==> src/rtl/spi_target_regbridge.sv <==
`timescale 1ns/1ps
// spi_target_regbridge: oversampled SPI mode-0 target turning frames into byte register strobes.
// Define SPI_TARGET_STATUS_EN to enable the 0x05 status read command.
module spi_target_regbridge #(
    parameter int SYNC_STAGES = 2,
    parameter int AUTOINC     = 1
) (
    input  logic       clk,
    input  logic       rst_n,
    input  logic       spi_cen,
    input  logic       spi_sclk,
    input  logic       spi_mosi,
    output logic       spi_miso,
    output logic       spi_miso_oe,
    output logic [7:0] reg_addr,
    output logic [7:0] reg_wdata,
    output logic       reg_we,
    output logic       reg_re,
    input  logic [7:0] reg_rdata
);

    localparam int NS = (SYNC_STAGES < 2) ? 2 : SYNC_STAGES;
    localparam logic [7:0] CMD_WR = 8'h02;
    localparam logic [7:0] CMD_RD = 8'h03;
`ifdef SPI_TARGET_STATUS_EN
    localparam logic [7:0] CMD_ST = 8'h05;
`endif

    typedef enum logic [2:0] {
        IDLE   = 3'd0,
        CMD    = 3'd1,
        ADDR_W = 3'd2,
        ADDR_R = 3'd3,
        WDATA  = 3'd4,
        RDATA  = 3'd5,
        IGNORE = 3'd6
`ifdef SPI_TARGET_STATUS_EN
        , STATUS = 3'd7
`endif
    } state_t;

    logic [NS-1:0] cen_q;
    logic [NS-1:0] sclk_q;
    logic [NS-1:0] mosi_q;
    logic          cen_s;
    logic          sclk_s;
    logic          mosi_s;
    logic          cen_d;
    logic          sclk_d;
    logic          rise_q;
    logic          fall_q;
    logic          bit_q;

    state_t        state;
    logic [2:0]    bit_cnt;
    logic [6:0]    rx_shift;
    logic [7:0]    rx_next;
    logic [7:0]    tx_shift;
    logic          re_pend;
    logic          re_q;
    logic          inc_pend;
    logic          tx_active;

`ifdef SPI_TARGET_STATUS_EN
    logic          err_sticky;
    logic [6:0]    frame_cnt;
    logic          data_seen;
    assign tx_active = (state == RDATA) || (state == STATUS);
`else
    assign tx_active = (state == RDATA);
`endif

    assign cen_s   = cen_q[NS-1];
    assign sclk_s  = sclk_q[NS-1];
    assign mosi_s  = mosi_q[NS-1];
    assign rx_next = {rx_shift, bit_q};

    // Synchronize pins and register sclk edge pulses with the matching mosi bit.
    // cen resets low so a frame only starts after cen has been seen high.
    always_ff @(posedge clk or negedge rst_n) begin
        if (!rst_n) begin
            cen_q  <= '0;
            sclk_q <= '0;
            mosi_q <= '0;
            cen_d  <= 1'b0;
            sclk_d <= 1'b0;
            rise_q <= 1'b0;
            fall_q <= 1'b0;
            bit_q  <= 1'b0;
        end else begin
            cen_q  <= {cen_q[NS-2:0], spi_cen};
            sclk_q <= {sclk_q[NS-2:0], spi_sclk};
            mosi_q <= {mosi_q[NS-2:0], spi_mosi};
            cen_d  <= cen_s;
            sclk_d <= sclk_s;
            rise_q <= sclk_s & ~sclk_d;
            fall_q <= ~sclk_s & sclk_d;
            bit_q  <= mosi_s;
        end
    end

    // Frame FSM: command/address decode, strobes, read prefetch and miso shifting.
    always_ff @(posedge clk or negedge rst_n) begin
        if (!rst_n) begin
            state       <= IDLE;
            bit_cnt     <= '0;
            rx_shift    <= '0;
            tx_shift    <= '0;
            re_pend     <= 1'b0;
            re_q        <= 1'b0;
            inc_pend    <= 1'b0;
            reg_addr    <= '0;
            reg_wdata   <= '0;
            reg_we      <= 1'b0;
            reg_re      <= 1'b0;
            spi_miso    <= 1'b0;
            spi_miso_oe <= 1'b0;
`ifdef SPI_TARGET_STATUS_EN
            err_sticky  <= 1'b0;
            frame_cnt   <= '0;
            data_seen   <= 1'b0;
`endif
        end else begin
            reg_we      <= 1'b0;
            reg_re      <= re_pend;
            re_pend     <= 1'b0;
            re_q        <= reg_re;
            inc_pend    <= 1'b0;
            spi_miso_oe <= ~cen_s;
            if (inc_pend) reg_addr <= reg_addr + 8'd1;
            if (re_q) tx_shift <= reg_rdata;

            if (state == IDLE) begin
                bit_cnt  <= '0;
                spi_miso <= 1'b0;
                if (cen_d && !cen_s) state <= CMD;
            end else if (cen_s) begin
                state    <= IDLE;
                bit_cnt  <= '0;
                spi_miso <= 1'b0;
`ifdef SPI_TARGET_STATUS_EN
                data_seen <= 1'b0;
                if (data_seen) frame_cnt <= frame_cnt + 7'd1;
                if (state == STATUS) err_sticky <= 1'b0;
                else if (bit_cnt != 3'd0) err_sticky <= 1'b1;
`endif
            end else if (rise_q) begin
                rx_shift <= rx_next[6:0];
                bit_cnt  <= bit_cnt + 3'd1;
                if (bit_cnt == 3'd7) begin
                    case (state)
                        CMD: begin
                            unique case (1'b1)
                                rx_next == CMD_WR: state <= ADDR_W;
                                rx_next == CMD_RD: state <= ADDR_R;
`ifdef SPI_TARGET_STATUS_EN
                                rx_next == CMD_ST: begin
                                    state    <= STATUS;
                                    tx_shift <= {err_sticky, frame_cnt};
                                end
`endif
                                default: begin
                                    state <= IGNORE;
`ifdef SPI_TARGET_STATUS_EN
                                    err_sticky <= 1'b1;
`endif
                                end
                            endcase
                        end
                        ADDR_W: begin
                            reg_addr <= rx_next;
                            state    <= WDATA;
                        end
                        ADDR_R: begin
                            reg_addr <= rx_next;
                            re_pend  <= 1'b1;
                            state    <= RDATA;
                        end
                        WDATA: begin
                            reg_wdata <= rx_next;
                            reg_we    <= 1'b1;
                            inc_pend  <= (AUTOINC != 0);
`ifdef SPI_TARGET_STATUS_EN
                            data_seen <= 1'b1;
`endif
                        end
                        RDATA: begin
                            if (AUTOINC != 0) reg_addr <= reg_addr + 8'd1;
                            re_pend <= 1'b1;
`ifdef SPI_TARGET_STATUS_EN
                            data_seen <= 1'b1;
`endif
                        end
`ifdef SPI_TARGET_STATUS_EN
                        STATUS: tx_shift <= {err_sticky, frame_cnt};
`endif
                        default: ;
                    endcase
                end
            end else if (fall_q) begin
                if (tx_active) begin
                    spi_miso <= tx_shift[7];
                    tx_shift <= {tx_shift[6:0], 1'b0};
                end else begin
                    spi_miso <= 1'b0;
                end
            end
        end
    end

endmodule
==> config.mk <==
export PLATFORM = sky130hd
export DESIGN_NAME = spi_target_regbridge
export DESIGN_NICKNAME = d
export VERILOG_FILES = /design/src/rtl/spi_target_regbridge.sv
export SDC_FILE = /design/constraint.sdc
export NUM_CORES = 1
export LEC_CHECK = 0
export ABC_AREA = 0
export BUFFER_PORTS_ARGS = -buffer_cell sky130_fd_sc_hd__buf_2
export CAP_MARGIN = 5
export CORE_ASPECT_RATIO = 1.1
export CORE_MARGIN = 2
export CORE_UTILIZATION = 38
export DETAILED_ROUTE_END_ITERATION = 10
export GPL_TIMING_DRIVEN = 0
export PLACE_DENSITY = 0.65
export SLEW_MARGIN = 20
export SYNTH_ARGS = -nofsm -noshare
export SYNTH_HDL_FRONTEND = slang
export SYNTH_SLANG_ARGS = --single-unit
export TNS_END_PERCENT = 100
==> constraint.sdc <==
create_clock -name clk -period 2.15 [get_ports clk]
set_input_delay 0.215 -clock clk [delete_from_list [all_inputs] [get_ports clk]]
set_output_delay 0.215 -clock clk [all_outputs]
set_load 0.01 [all_outputs]
### Yosys cells after proc, flatten, opt, wreduce, memory -nomap -nowiden

Cells that the tools add are included.

| operators by class | value |
|---|---|
| $add $sub $neg | 2 |
| equality and inequality tests | 10 |
| mux-type cells | 37 |
| bitwise gates (word level) | 6 |
| reduce and logical (&&, ||, !) cells | 13 |

Operators by type and width:

| cell | count |
|---|---|
| 8-bit two-way mux | 11 |
| 3-bit two-way mux | 8 |
| 8-bit by 2-bit equality test with 1-bit output (second input constant) | 2 |
| 8-bit case mux with 2 select lines | 1 |
| 1-bit two-way mux | 15 |
| 3-bit equality test (second input constant) | 3 |
| 3-bit case mux with 3 select lines | 1 |
| 3-bit nonzero test | 3 |
| 8-bit by 1-bit adder with 8-bit output (second input constant) | 1 |
| 3-bit by 2-bit equality test with 1-bit output (second input constant) | 2 |
| 3-bit case mux with 2 select lines | 1 |
| 5-bit AND reduction | 1 |
| 5-bit nonzero test | 1 |
| 1-bit inverter | 4 |
| 4-bit AND reduction | 1 |
| 2-bit OR reduction | 2 |
| 3-bit by 1-bit adder with 3-bit output (second input constant) | 1 |
| 3-bit by 1-bit equality test with 1-bit output (second input constant) | 1 |
| 3-bit logical NOT | 1 |
| 3-bit by 2-bit != test with 1-bit output (second input constant) | 1 |
| 3-bit AND reduction | 1 |
| 1-bit bitwise AND | 2 |
| 2-bit by 1-bit != test with 1-bit output (second input constant) | 1 |
| 2-bit AND reduction | 1 |
| other kinds (2) | 2 |

| storage, ports and cells | value |
|---|---|
| flip-flop bits (word level) | 54 |
| output and inout bits | 20 |

### Longest topological paths before layout

Gate-level depths: netlist (run 1).

| depth | value |
|---|---|
| depth after elaboration | 7 |
| gate-level depth with buffers | 6 |

### Worst setup path after synthesis (run 1)

Ideal clock, no wire load.

| path | value |
|---|---|
| kind | reg-to-reg |
| from | register bit_cnt[0] |
| to | register reg_wdata[0] |
| library setup time | 0.125 ns |
| arrival time | 1.540 ns |
| required time | 2.025 ns |
| path slack | 0.485 ns |
| stages on the path, launching flop included | 6 |
| cell sequence | dfrtp_1 > ha_1 > ha_1 > and3b_2 > nand3_2 > mux2_2 |

| on the way | value |
|---|---|
| longest elaborated chain between the ends | 2 |

RTL lines:

| item | RTL line | RTL |
|---|---|---|
| start: declaration | 55 | `logic [2:0] bit_cnt;` |
| start signal: assignment | 149 | `bit_cnt <= bit_cnt + 3'd1;` |
| 3-bit equality test | 150 | `if (bit_cnt == 3'd7) begin` |
| 5-bit AND reduction (no source line) | -- |  |
| end signal: assignment | 180 | `reg_wdata <= rx_next;` |
| end: declaration | 16 | `output logic [7:0] reg_wdata,` |

No other way between the ends.
A chain may end at the register's enable or synchronous reset.

### Final worst setup path (run 1)

| path | value |
|---|---|
| from | register bit_cnt[0] |
| to | register reg_wdata[6] |

Same word-level chain as after synthesis.

==> results of run 1 <==
-- metal layers --
| layer | vias to the layer above | share of wire, % | track usage (%) |
|---|---|---|---|
| met5 | - | 0 | 0 |
| met4 | 0 | 1.9 | 6.78 |
| met3 | 10 | 2.8 | 2.45 |
| met2 | 25 | 50 | 23.5 |
| met1 | 850 | 45 | 17.3 |
| li1 | 808 | - | - |
-- kinds of logic (layout without fill, tap and decap cells) --
logic type / count (synthesis) / in the layout
flip-flops: 54 / 54
buffers and inverters: 13 / 56
XOR/XNOR: 8 / 8
multiplexers: 26 / 26
adder cells (fa/ha/maj): 3 / 3
AO/OA/AOI/OAI: 39 / 39
AND/OR/NAND/NOR: 60 / 60
-- cells in the final DEF, fill, tap and decap left out, types with 2 or more instances in the layout --
cell type,instances
a211oi_1,2
a21oi_1,6
a21oi_2,2
a22oi_1,3
and3_1,2
and3b_2,2
buf_2,34
buf_4,4
buf_6,3
clkbuf_1,2
clkbuf_8,5
dfrtp_1,54
dlygate4sd3_1,3
ha_1,3
inv_1,2
mux2_2,8
mux2_4,7
mux2i_1,11
nand2_1,13
nand2b_1,3
nand3_1,5
nand3b_4,2
nand4_1,3
nor2_1,12
nor2b_1,3
nor3_1,4
nor3_4,2
o21a_1,3
o21ai_0,7
o21ai_1,3
o22ai_1,4
o32ai_1,2
xnor2_1,3
xor2_1,5
-- how the worst max path moves through the flow --
stage,start,endpoint,cells after the start
after floorplan,bit_cnt[0]$_DFFE_PN0N_,reg_wdata[0]$_DFFE_PN0P_,5
after global placement,bit_cnt[0]$_DFFE_PN0N_,reg_wdata[4]$_DFFE_PN0P_,5
after detailed placement,bit_cnt[0]$_DFFE_PN0N_,reg_wdata[6]$_DFFE_PN0P_,5
after CTS,bit_cnt[0]$_DFFE_PN0N_,reg_wdata[6]$_DFFE_PN0P_,5
after global routing,bit_cnt[0]$_DFFE_PN0N_,reg_wdata[6]$_DFFE_PN0P_,5
final,bit_cnt[0]$_DFFE_PN0N_,reg_wdata[6]$_DFFE_PN0P_,5
-- cell type report --
type                            instances  area [sq um]
Clock inverter                          3          21.3
Fill cell                             622          3360
Clock buffer                            5          68.8
Multi-Input combinational cell        136          1050
Sequential cell                        54          1350
Tap cell                               80           100
Buffer                                 11          78.8
Inverter                                2          7.51
Timing Repair Buffer                   35           193
-- per-stage QoR --
step	instances	power (uW)
2_1_floorplan	203	1170
3_3_place_gp	315	1220
3_5_place_dp	315	1230
4_1_cts	325	1790
5_1_grt	326	1850
6_report	326	1770
-- cell usage after synthesis, types with 3 or more instances --
| library cell | number |
|---|---|
| buf_6 | 3 |
| a22oi_1 | 3 |
| mux2i_1 | 11 |
| xor2_1 | 5 |
| ha_1 | 3 |
| o21a_1 | 3 |
| nor2b_1 | 3 |
| dfrtp_1 | 54 |
| o21ai_0 | 7 |
| a21oi_1 | 6 |
| xnor2_1 | 3 |
| o22ai_1 | 4 |
| mux2_2 | 8 |
| nor3_1 | 4 |
| buf_2 | 3 |
| nand2_1 | 13 |
| nand3_1 | 5 |
| o21ai_1 | 3 |
| nand2b_1 | 3 |
| buf_4 | 3 |
| nor2_1 | 12 |
| nand4_1 | 3 |
| mux2_4 | 7 |
-- report_power, final --
| part | leakage (uW) | switching [uW] | internal (uW) | total [uW] |
|---|---|---|---|---|
| sequential | 0.000687 | 40.4 | 1050 | 1090 |
| clock | 0.0000441 | 328 | 229 | 558 |
| combinational | 0.000623 | 57.2 | 63.5 | 121 |
| total | 0.00135 | 426 | 1340 | 1770 |
-- what timing repair did --
action                                 in CTS  in global routing
setup endpoints to repair                   0                  0
resized for setup                           0                  0
endpoints found under the hold margin      55                  1
hold buffers                                2                  1
-- flip-flops by register name, summed over array words and instances (netlist names), 2 cells and up --
| signal | cells |
|---|---|
| sclk_q | 2 |
| cen_q | 2 |
| rx_shift | 7 |
| bit_cnt | 3 |
| reg_wdata | 8 |
| reg_addr | 8 |
| tx_shift | 8 |
| state | 3 |
| mosi_q | 2 |
==> metrics.md, run 1 <==
| Metric | Value |
|---|---|
| Mean post-synth cell area | 12.2 sq um |
| Max FO, Critical Path | 9 |
| Crit path buffers/inverters | 0 |
| First-pass GRT wire length | 7690 um |
| Synth Warn # | 0 |
| Max Freq | 0.568 GHz |
| Drt via density | 5.19 |
| Final WL | 4590 um |
| I/O Pins | 33 |
| Measured slew at the worst slew-check pin | 0.674 ns |
| Hold EP | cen_q[0]$_DFF_PN0_ |
| Vias | 1693 |
| Clk sinks | 54 |
| Tmin final | 1.76 ns |
| Core area | 6230 sq um |
| Max Cap Viol | 0 |
| EDFF count, synth | 0 |
| Slew Limit Fails | 0 |
| CTS tree | built |
| Final hold violations | 0 |
| Worst Path Required | 2.35 ns |
| Slowest stage delay, CP | 0.40 ns |
| Critical path type | reg -> reg |
| Netlist Area Pre-Place | 2480 sq um |
| Crit path DAT | 1.96 ns |
| Ratio of cells with drive above 1 in the final layout | 31.3% |
| Initial antenna violation count | 0 |
| Detailed-route wire length per cell | 14.1 um |
| Layout Skew | 0.00812 ns |
| Cell Chain, Critical Path | ha_1 > ha_1 > and3b_2 > nand3_2 > mux2_2 |
| GP Congestion | 0.735 |
| Htree depth | 2 |
| Nets | 261 |
| Worst r2r path cells | 5 |
| Crit share post-route | 81.9% |
| Inserted Diodes | 0 |
| Critical R2R Capture | reg_wdata[6]$_DFFE_PN0P_ |
| Setup Buffers After CTS | 0 |
| Setup slack, reg-to-reg | 0.39 ns |
| Clock-pin slew on the worst setup and hold paths | 0.09 ns |
| Yosys top cell area share | 54.4% |
| Top cells by area, synth | dfrtp_1 (54%), mux2i_1 (4.4%), mux2_4 (4.2%), mux2_2 (3.6%), nand2_1 (2.0%) |
| ANT nets after route | 0 |
| Synth async-reset ratio | 100% |
| DP Area | 2750 sq um |
| Post-synthesis compound-gate area fraction | 10.5% |
| Synth Flop Type | dfrtp_1 |
| Initial Util | 39.9% |
| Post-synthesis sequential area ratio | 54.4% |
| P per Cell Area | 616 nW/um^2 |
| Crit. End Element | flip-flop |
| RSZ-0062 raised after global routing | no |
| Syn Inst Count | 203 |
| Worst Hold Depth | 1 |
| Place WS | 0.374 ns |
| VDD IR-drop max | 287 uV |
| Final HPWL DP | 3190 um |
| Delay-heaviest family, CP | simple AND/OR/NAND/NOR gates |
| Crit-path slowest cell | dfrtp_1 |
| Total gr overflow | 0 |
| RR Startpoint | bit_cnt[0]$_DFFE_PN0N_ |
| CP Launch Type | flip-flop |
| Vias in the first global route | 1742 |
| Post-Synth Adder-Cell Area | 1.51% |
| Leading area contributor after synthesis | dfrtp_1 |
| DRT Pass-1 Iters | 4 |
| XOR/XNOR Fraction of Synth Area | 2.82% |
| Site row count | 30 |
| Simple-gate portion of the synthesized area | 15.1% |
| Die span in y | 88.8 um |
| CTS Buf Count | 5 |
| Largest family of logic cells by synthesized area | simple AND/OR/NAND/NOR gates |
| Root buffer cell | clkbuf_8 |
| Cell mode on critical path | ha_1 |
| Multiplexer share of the synthesized area | 12.3% |
| Min-delay src | spi_cen |
| Worst hold path class | in -> reg |
| Leak | 0.00135 uW |
| Synth cell types | 48 |
| Syn nets | 219 |
| Post-route DRC | 0 |
| Clock Path Buffers | 2 |
| Die width | 81.1 um |
| Largest net degree at the start of global routing | 55 |
| Post-route cell area | 2870 sq um |
| Setup TNS | 0 ns |
| #FFs+latches synth | 54 |
| Setup ws final | 0.390 ns |
| Port Buffers | 32 |
| Status | finished clean |
| Area grow syn2layout | 15.4% |
| Final setup violation count | 0 |
| Max_slew headroom | 55.0% |
| WHS | 0.0110 ns |
| Die Area | 7200 sq um |
| DR iter-0 viols | 64 |
| Layout Utilization | 46.0% |
| Clk Latency, worst-skew pair | 0.31 ns |
| Total track usage | 13.9% |
(Power assumes the default switching activity.)
==> inputs of run 2 (changes only) <==
--- a/config.mk
+++ b/config.mk
@@ -5,7 +5,7 @@
 export SDC_FILE = /design/constraint.sdc
 export NUM_CORES = 1
 export LEC_CHECK = 0
-export ABC_AREA = 0
+export ABC_AREA = 1
 export BUFFER_PORTS_ARGS = -buffer_cell sky130_fd_sc_hd__buf_2
 export CAP_MARGIN = 5
 export CORE_ASPECT_RATIO = 1.1
==> constraint.sdc (replaced) <==
create_clock -name clk -period 1.85 [get_ports clk]
set_input_delay 0.185 -clock clk [delete_from_list [all_inputs] [get_ports clk]]
set_output_delay 0.185 -clock clk [all_outputs]
set_load 0.01 [all_outputs]
==> run 2 against run 1 <==
Against the previous run:
- combinational power increased to 6.0 times the previous value
- sequential cell count is the same
- worst setup slack got worse by 0.18 ns
- routed wire length up 5.8%
- via count increased by 15%
- die area rose by 2.5%
- utilization down 0.84 points
- clock skew is 0.0018 ns lower
- final cell count up 29%
- critical path type unchanged
- critical endpoint unchanged
==> metrics.md, run 2 <==
| Metric | Value |
|---|---|
| Clock Path Buffers | 2 |
| Critical path type | reg -> reg |
| Total gr overflow | 0 |
| Commonest cells after routing, fill and taps aside | nand2_1 (97), dfrtp_1 (54), inv_1 (38) |
| Synth async-reset ratio | 100% |
| Synth Warn # | 0 |
| GP Congestion | 0.787 |
| Leading area contributor after synthesis | dfrtp_1 |
| Crit. End Element | flip-flop |
| Clock-pin slew on the worst setup and hold paths | 0.10 ns |
| Worst hold path class | in -> reg |
| DR iter-0 viols | 83 |
| Slew Limit Fails | 0 |
| Crit share post-route | 88.8% |
| Drt via density | 4.63 |
| Max Freq | 0.609 GHz |
| Vias in the first global route | 1856 |
| Top cells by area, synth | dfrtp_1 (53%), nand2_1 (14%), inv_1 (5.6%), o21ai_0 (5.5%), o21ai_2 (5.5%) |
| Met1 global-route usage | 19.1% |
| Crit path DAT | 1.85 ns |
| Max FO, Critical Path | 10 |
| Die width | 82.1 um |
| P per Cell Area | 1010 nW/um^2 |
| Min-delay src | reg_rdata[0] |
| Leading cell type in the layout, fill and taps excluded | nand2_1 |
| Max Cap Viol | 0 |
| EDFF count, synth | 0 |
| Vias | 1953 |
| RSZ-0062 raised after global routing | no |
| Die span in y | 89.9 um |
| Initial Util | 38.9% |
| VDD IR-drop max | 402 uV |
| Tmin final | 1.64 ns |
| CTS Buf Count | 5 |
| Layout Skew | 0.00634 ns |
| Hold EP | tx_shift[0]$_DFF_PN0_ |
| Synth Flop Type | dfrtp_1 |
| First-pass GRT wire length | 8430 um |
| Final WL | 4850 um |
| M2 GR Usage | 23.2% |
| Syn nets | 312 |
| Final HPWL DP | 3500 um |
| Clk Latency, worst-skew pair | 0.31 ns |
| Synth top cells by count | nand2_1 (97), dfrtp_1 (54), inv_1 (38) |
| Yosys top cell area share | 53.0% |
| Netlist Area Pre-Place | 2550 sq um |
| Met3 usage | 3.31% |
| Setup TNS | 0 ns |
| Status | finished clean |
| Mean post-synth cell area | 8.61 sq um |
| Total Power | 2990 uW |
| Busiest grt layer | met2 |
| Post-route DRC | 0 |
| DRT Pass-1 Iters | 4 |
| Measured slew at the worst slew-check pin | 0.680 ns |
| Die Area | 7380 sq um |
| Area grow syn2layout | 16.1% |
| Root buffer cell | clkbuf_8 |
| Site row count | 31 |
| Initial antenna violation count | 0 |
| CP Launch Type | flip-flop |
| Clk sinks | 54 |
| Ratio of cells with drive above 1 in the final layout | 20.9% |
| Total track usage | 14.5% |
| ANT nets after route | 0 |
| #FFs+latches synth | 54 |
| Leak | 0.00155 uW |
| I/O Pins | 33 |
| Largest registers | reg_addr (8), reg_wdata (8), tx_shift (8) |
| Nets | 355 |
| Inserted Diodes | 0 |
| Syn Inst Count | 296 |
| Port Buffers | 32 |
| Largest net degree at the start of global routing | 55 |
| Count leader, synth | nand2_1 |
| FILL cells | 647 |
| Post-synthesis sequential area ratio | 53.0% |
| Final setup violation count | 0 |
| Setup slack, reg-to-reg | 0.21 ns |
| Critical R2R Capture | reg_wdata[6]$_DFFE_PN0P_ |
| Worst Hold Depth | 5 |
| CTS tree | built |
| Max_slew headroom | 54.7% |
| Core area | 6560 sq um |
| Htree depth | 2 |
| Detailed-route wire length per cell | 11.5 um |
| Final hold violations | 0 |
| Worst r2r path cells | 10 |
| Worst Path Required | 2.06 ns |
| Synth cell types | 27 |
| RR Startpoint | bit_cnt[0]$_DFFE_PN0N_ |
[run 2: cell types whose count changed after synthesis, sizes merged, moves of 4 or more]
| cell | delta |
|---|---|
| buf | -6 |
| nand2 | +87 |
| nand2b | -4 |
| inv | +40 |
| nand3 | +16 |
| mux2 | -15 |
| a21oi | -8 |
| o21ai | +35 |
| nor3 | -5 |
| mux2i | -10 |
[run 2: repair_timing]
item | in CTS | in global routing
hold endpoints to repair | 57 | 0
hold buffers | 4 | 0
setup buffers | 0 | 0
resized for setup | 0 | 0
[run 2: metal layers]
metal	vias to the layer above	share of wire [%]	wire length, um
met3	6	3.2	154
met1	900	47	2290
met5	-	0	0
met2	31	48	2350
li1	1016	-	-
met4	0	1.1	55
[run 2: stage by stage]
| stage | cell area, sq um | cells | util [%] | hold WS (ns) | worst slack, ns |
|---|---|---|---|---|---|
| after floorplan | 2550 | 296 | - | -0.111 | 0.399 |
| after global placement | 2810 | 410 | 42.9 | 0.295 | 0.212 |
| after detailed placement | 2820 | 410 | 42.9 | 0.277 | 0.185 |
| after CTS | 2960 | 422 | 45.2 | 0.177 | 0.177 |
| after global routing | 2960 | 422 | 45.2 | 0.187 | 0.0765 |
| final | 2960 | 422 | 45.2 | 0.177 | 0.208 |
[run 2: cells by family after synthesis]
group           after synthesis  share of synthesized area [%]
buf+inv                      47                           7.65
mux                           1                          0.393
fa+ha+maj                     3                           1.47
compound gates               47                           11.7
simple gates                141                           24.7
flops                        54                           53.0
xor+xnor                      3                           1.03
[run 2: worst max-delay path by stage]
| stage | startpoint | end | slack (ns) | cells past startpoint |
|---|---|---|---|---|
| finish | bit_cnt[0]$_DFFE_PN0N_ | reg_wdata[6]$_DFFE_PN0P_ | 0.21 | 10 |
| global route | bit_cnt[0]$_DFFE_PN0N_ | reg_wdata[6]$_DFFE_PN0P_ | 0.08 | 10 |
| detailed placement | bit_cnt[0]$_DFFE_PN0N_ | reg_wdata[6]$_DFFE_PN0P_ | 0.19 | 10 |
| CTS | bit_cnt[0]$_DFFE_PN0N_ | reg_wdata[6]$_DFFE_PN0P_ | 0.18 | 10 |
| global placement | bit_cnt[0]$_DFFE_PN0N_ | reg_wdata[6]$_DFFE_PN0P_ | 0.21 | 10 |
| floorplan | bit_cnt[0]$_DFFE_PN0N_ | reg_wdata[6]$_DFFE_PN0P_ | 0.40 | 10 |
[run 2: cell type report]
cell class	count	area, sq um	share of cell area (%)
plain buffers	5	35.0	1.18
clock buffers	7	76.3	2.58
clock inverters	1	30.0	1.01
inverters	42	160	5.41
multi-input cells	195	1000	33.9
flip-flops and latches	54	1350	45.6
well taps	82	103	3.46
repair buffers	36	203	6.84
[run 2: report_power, final]
group	switching (uW)	internal (uW)	leakage [uW]	total, uW
combinational	489	237	0.000810	725
clock	387	406	0.0000524	792
sequential	131	1340	0.000691	1470
[run 2: critical path, stage by stage, from the launching register on]
cell     delay [ns]
dfrtp_1        0.37
ha_1           0.16
ha_1           0.18
nand2_1        0.08
inv_1          0.09
nand3_4        0.11
inv_4          0.13
nand3_4        0.12
buf_6          0.18
nand2_1        0.07
o21ai_2        0.05
==> inputs of run 3 (changes only) <==
--- a/config.mk
+++ b/config.mk
@@ -14,6 +14,8 @@
 export DETAILED_ROUTE_END_ITERATION = 10
 export GPL_TIMING_DRIVEN = 0
 export PLACE_DENSITY = 0.65
+export REMOVE_ABC_BUFFERS = 1
+export SKIP_CTS_REPAIR_TIMING = 1
 export SLEW_MARGIN = 20
 export SYNTH_ARGS = -nofsm -noshare
 export SYNTH_HDL_FRONTEND = slang
==> run 3 against run 2 <==
Against the previous run:
- via count grew 1.0%
- sequential share of layout area is 0.78 points higher
- critical endpoint is now reg_wdata[0]$_DFFE_PN0P_
- largest power group unchanged
- combinational power shrank 2%
==> metrics.md, run 3 (synthesis results as in run 2) <==
| Metric | Value |
|---|---|
| Clock-pin slew on the worst setup and hold paths | 0.09 ns |
| VDD IR-drop max | 512 uV |
| Critical R2R Capture | reg_wdata[0]$_DFFE_PN0P_ |
| Commonest cells after routing, fill and taps aside | nand2_1 (97), dfrtp_1 (54), inv_1 (38) |
| Worst Path Required | 2.04 ns |
| Crit-path slowest cell | dfrtp_1 |
| Crit. End Element | flip-flop |
| Worst r2r path cells | 9 |
| Total gr overflow | 0 |
| Clk Latency, worst-skew pair | 0.30 ns |
| Max Cap Viol | 0 |
| Area grow syn2layout | 14.2% |
| Worst Hold Depth | 5 |
| Measured slew at the worst slew-check pin | 0.674 ns |
| Crit. path cell count | 9 |
| CTS tree | built |
| Max_slew headroom | 55.1% |
| Critical path type | reg -> reg |
| DR iter-0 viols | 109 |
| Clk sinks | 54 |
| Die Area | 7380 sq um |
| GP Congestion | 0.856 |
| Slowest stage delay, CP | 0.37 ns |
| Site row count | 31 |
| Initial Util | 38.9% |
| Status | finished clean |
| Worst hold path class | in -> reg |
| Delay-heaviest family, CP | simple AND/OR/NAND/NOR gates |
| Nets | 350 |
| Largest net degree at the start of global routing | 55 |
| Leading cell type in the layout, fill and taps excluded | nand2_1 |
| Setup slack, reg-to-reg | 0.20 ns |
| Final HPWL DP | 3370 um |
| Inserted Diodes | 0 |
| Post-route DRC | 0 |
| Htree depth | 2 |
| Cell Chain, Critical Path | ha_1 > ha_1 > nand2_1 > inv_1 > nand3_4 > inv_4 > nand3_4 > nand2_1 > o21ai_2 |
| Crit share post-route | 89.0% |
| RR Startpoint | bit_cnt[0]$_DFFE_PN0N_ |
| Die width | 82.1 um |
| Layout Skew | 0.00796 ns |
| RSZ-0062 raised after global routing | no |
| CTS Buf Count | 5 |
| Vias in the first global route | 1843 |
| Core area | 6560 sq um |
| Die span in y | 89.9 um |
| Largest registers | reg_addr (8), reg_wdata (8), tx_shift (8) |
| CP Launch Type | flip-flop |
| DP Area | 2780 sq um |
| Layout Utilization | 44.4% |
| I/O Pins | 33 |
| Tmin final | 1.65 ns |
| Final setup violation count | 0 |
| Clock Path Buffers | 2 |
| Max FO, Critical Path | 17 |
| Total track usage | 14.7% |
| Port Buffers | 32 |
| Vias | 1973 |
| Crit path DAT | 1.83 ns |
| P per Cell Area | 976 nW/um^2 |
| Min-delay src | reg_rdata[0] |
| Hold EP | tx_shift[0]$_DFF_PN0_ |
| First-pass GRT wire length | 8490 um |
| Post-route cell area | 2910 sq um |
| Detailed-route wire length per cell | 11.3 um |
| Ratio of cells with drive above 1 in the final layout | 20.6% |
| Root buffer cell | clkbuf_8 |
| DRT Pass-1 Iters | 4 |
| Final hold violations | 0 |
| Slew Limit Fails | 0 |
| Setup TNS | 0 ns |
| Drt via density | 4.73 |
| Max Freq | 0.607 GHz |
| Crit path buffers/inverters | 2 |
| Initial antenna violation count | 0 |
| ANT nets after route | 0 |
| Leak | 0.00153 uW |
| Final WL | 4730 um |
## run 3: layer usage
| metal | track usage [%] | share of wire (%) | vias to the layer above |
|---|---|---|---|
| met1 | 21.2 | 46 | 914 |
| li1 | - | - | 1011 |
| met3 | 2.51 | 3.6 | 5 |
| met5 | 0 | 0 | - |
| met4 | 5.28 | 1.6 | 0 |
| met2 | 22.2 | 48 | 43 |
## run 3: area by class of cell
cell class / instances / area [sq um]
sequential: 54 / 1350
fill: 654 / 3640
tap: 82 / 103
inverter: 42 / 160
clock buffer: 7 / 86.3
multi-input combinational: 195 / 1000
timing repair buffer: 36 / 203
clock inverter: 1 / 5.00
## run 3: power by group
group	internal (uW)	leakage, uW	switching (uW)
clock network	303	0.0000482	360
logic	234	0.000793	473
registers	1340	0.000691	130
total	1880	0.00153	963
## run 3: worst min-delay path, stage by stage
cell and delay, ns:
buf_2 0.07, nand2_1 0.04, o21ai_0 0.06, nand2_1 0.07, inv_2 0.04
## run 3: worst max path at each step
stage	to	startpoint	slack [ns]
after floorplan	reg_wdata[0]$_DFFE_PN0P_	bit_cnt[0]$_DFFE_PN0N_	0.43
after global routing	reg_wdata[0]$_DFFE_PN0P_	bit_cnt[0]$_DFFE_PN0N_	0.01
final	reg_wdata[0]$_DFFE_PN0P_	bit_cnt[0]$_DFFE_PN0N_	0.20
after global placement	tx_shift[3]$_DFF_PN0_	state[2]$_DFFE_PN0P_	0.22
after detailed placement	reg_wdata[0]$_DFFE_PN0P_	bit_cnt[0]$_DFFE_PN0N_	0.21
after CTS	reg_wdata[0]$_DFFE_PN0P_	bit_cnt[0]$_DFFE_PN0N_	0.19
## run 3: through the flow
step                      setup slack, ns  cells  power, uW  hold slack [ns]
after global routing               0.0114    417       3080            0.194
after global placement              0.221    405       2190            0.294
after detailed placement            0.210    405       2210            0.281
after floorplan                     0.427    291       2030           -0.111
after CTS                           0.187    413       2880          -0.0531
final                               0.204    417       2840            0.192
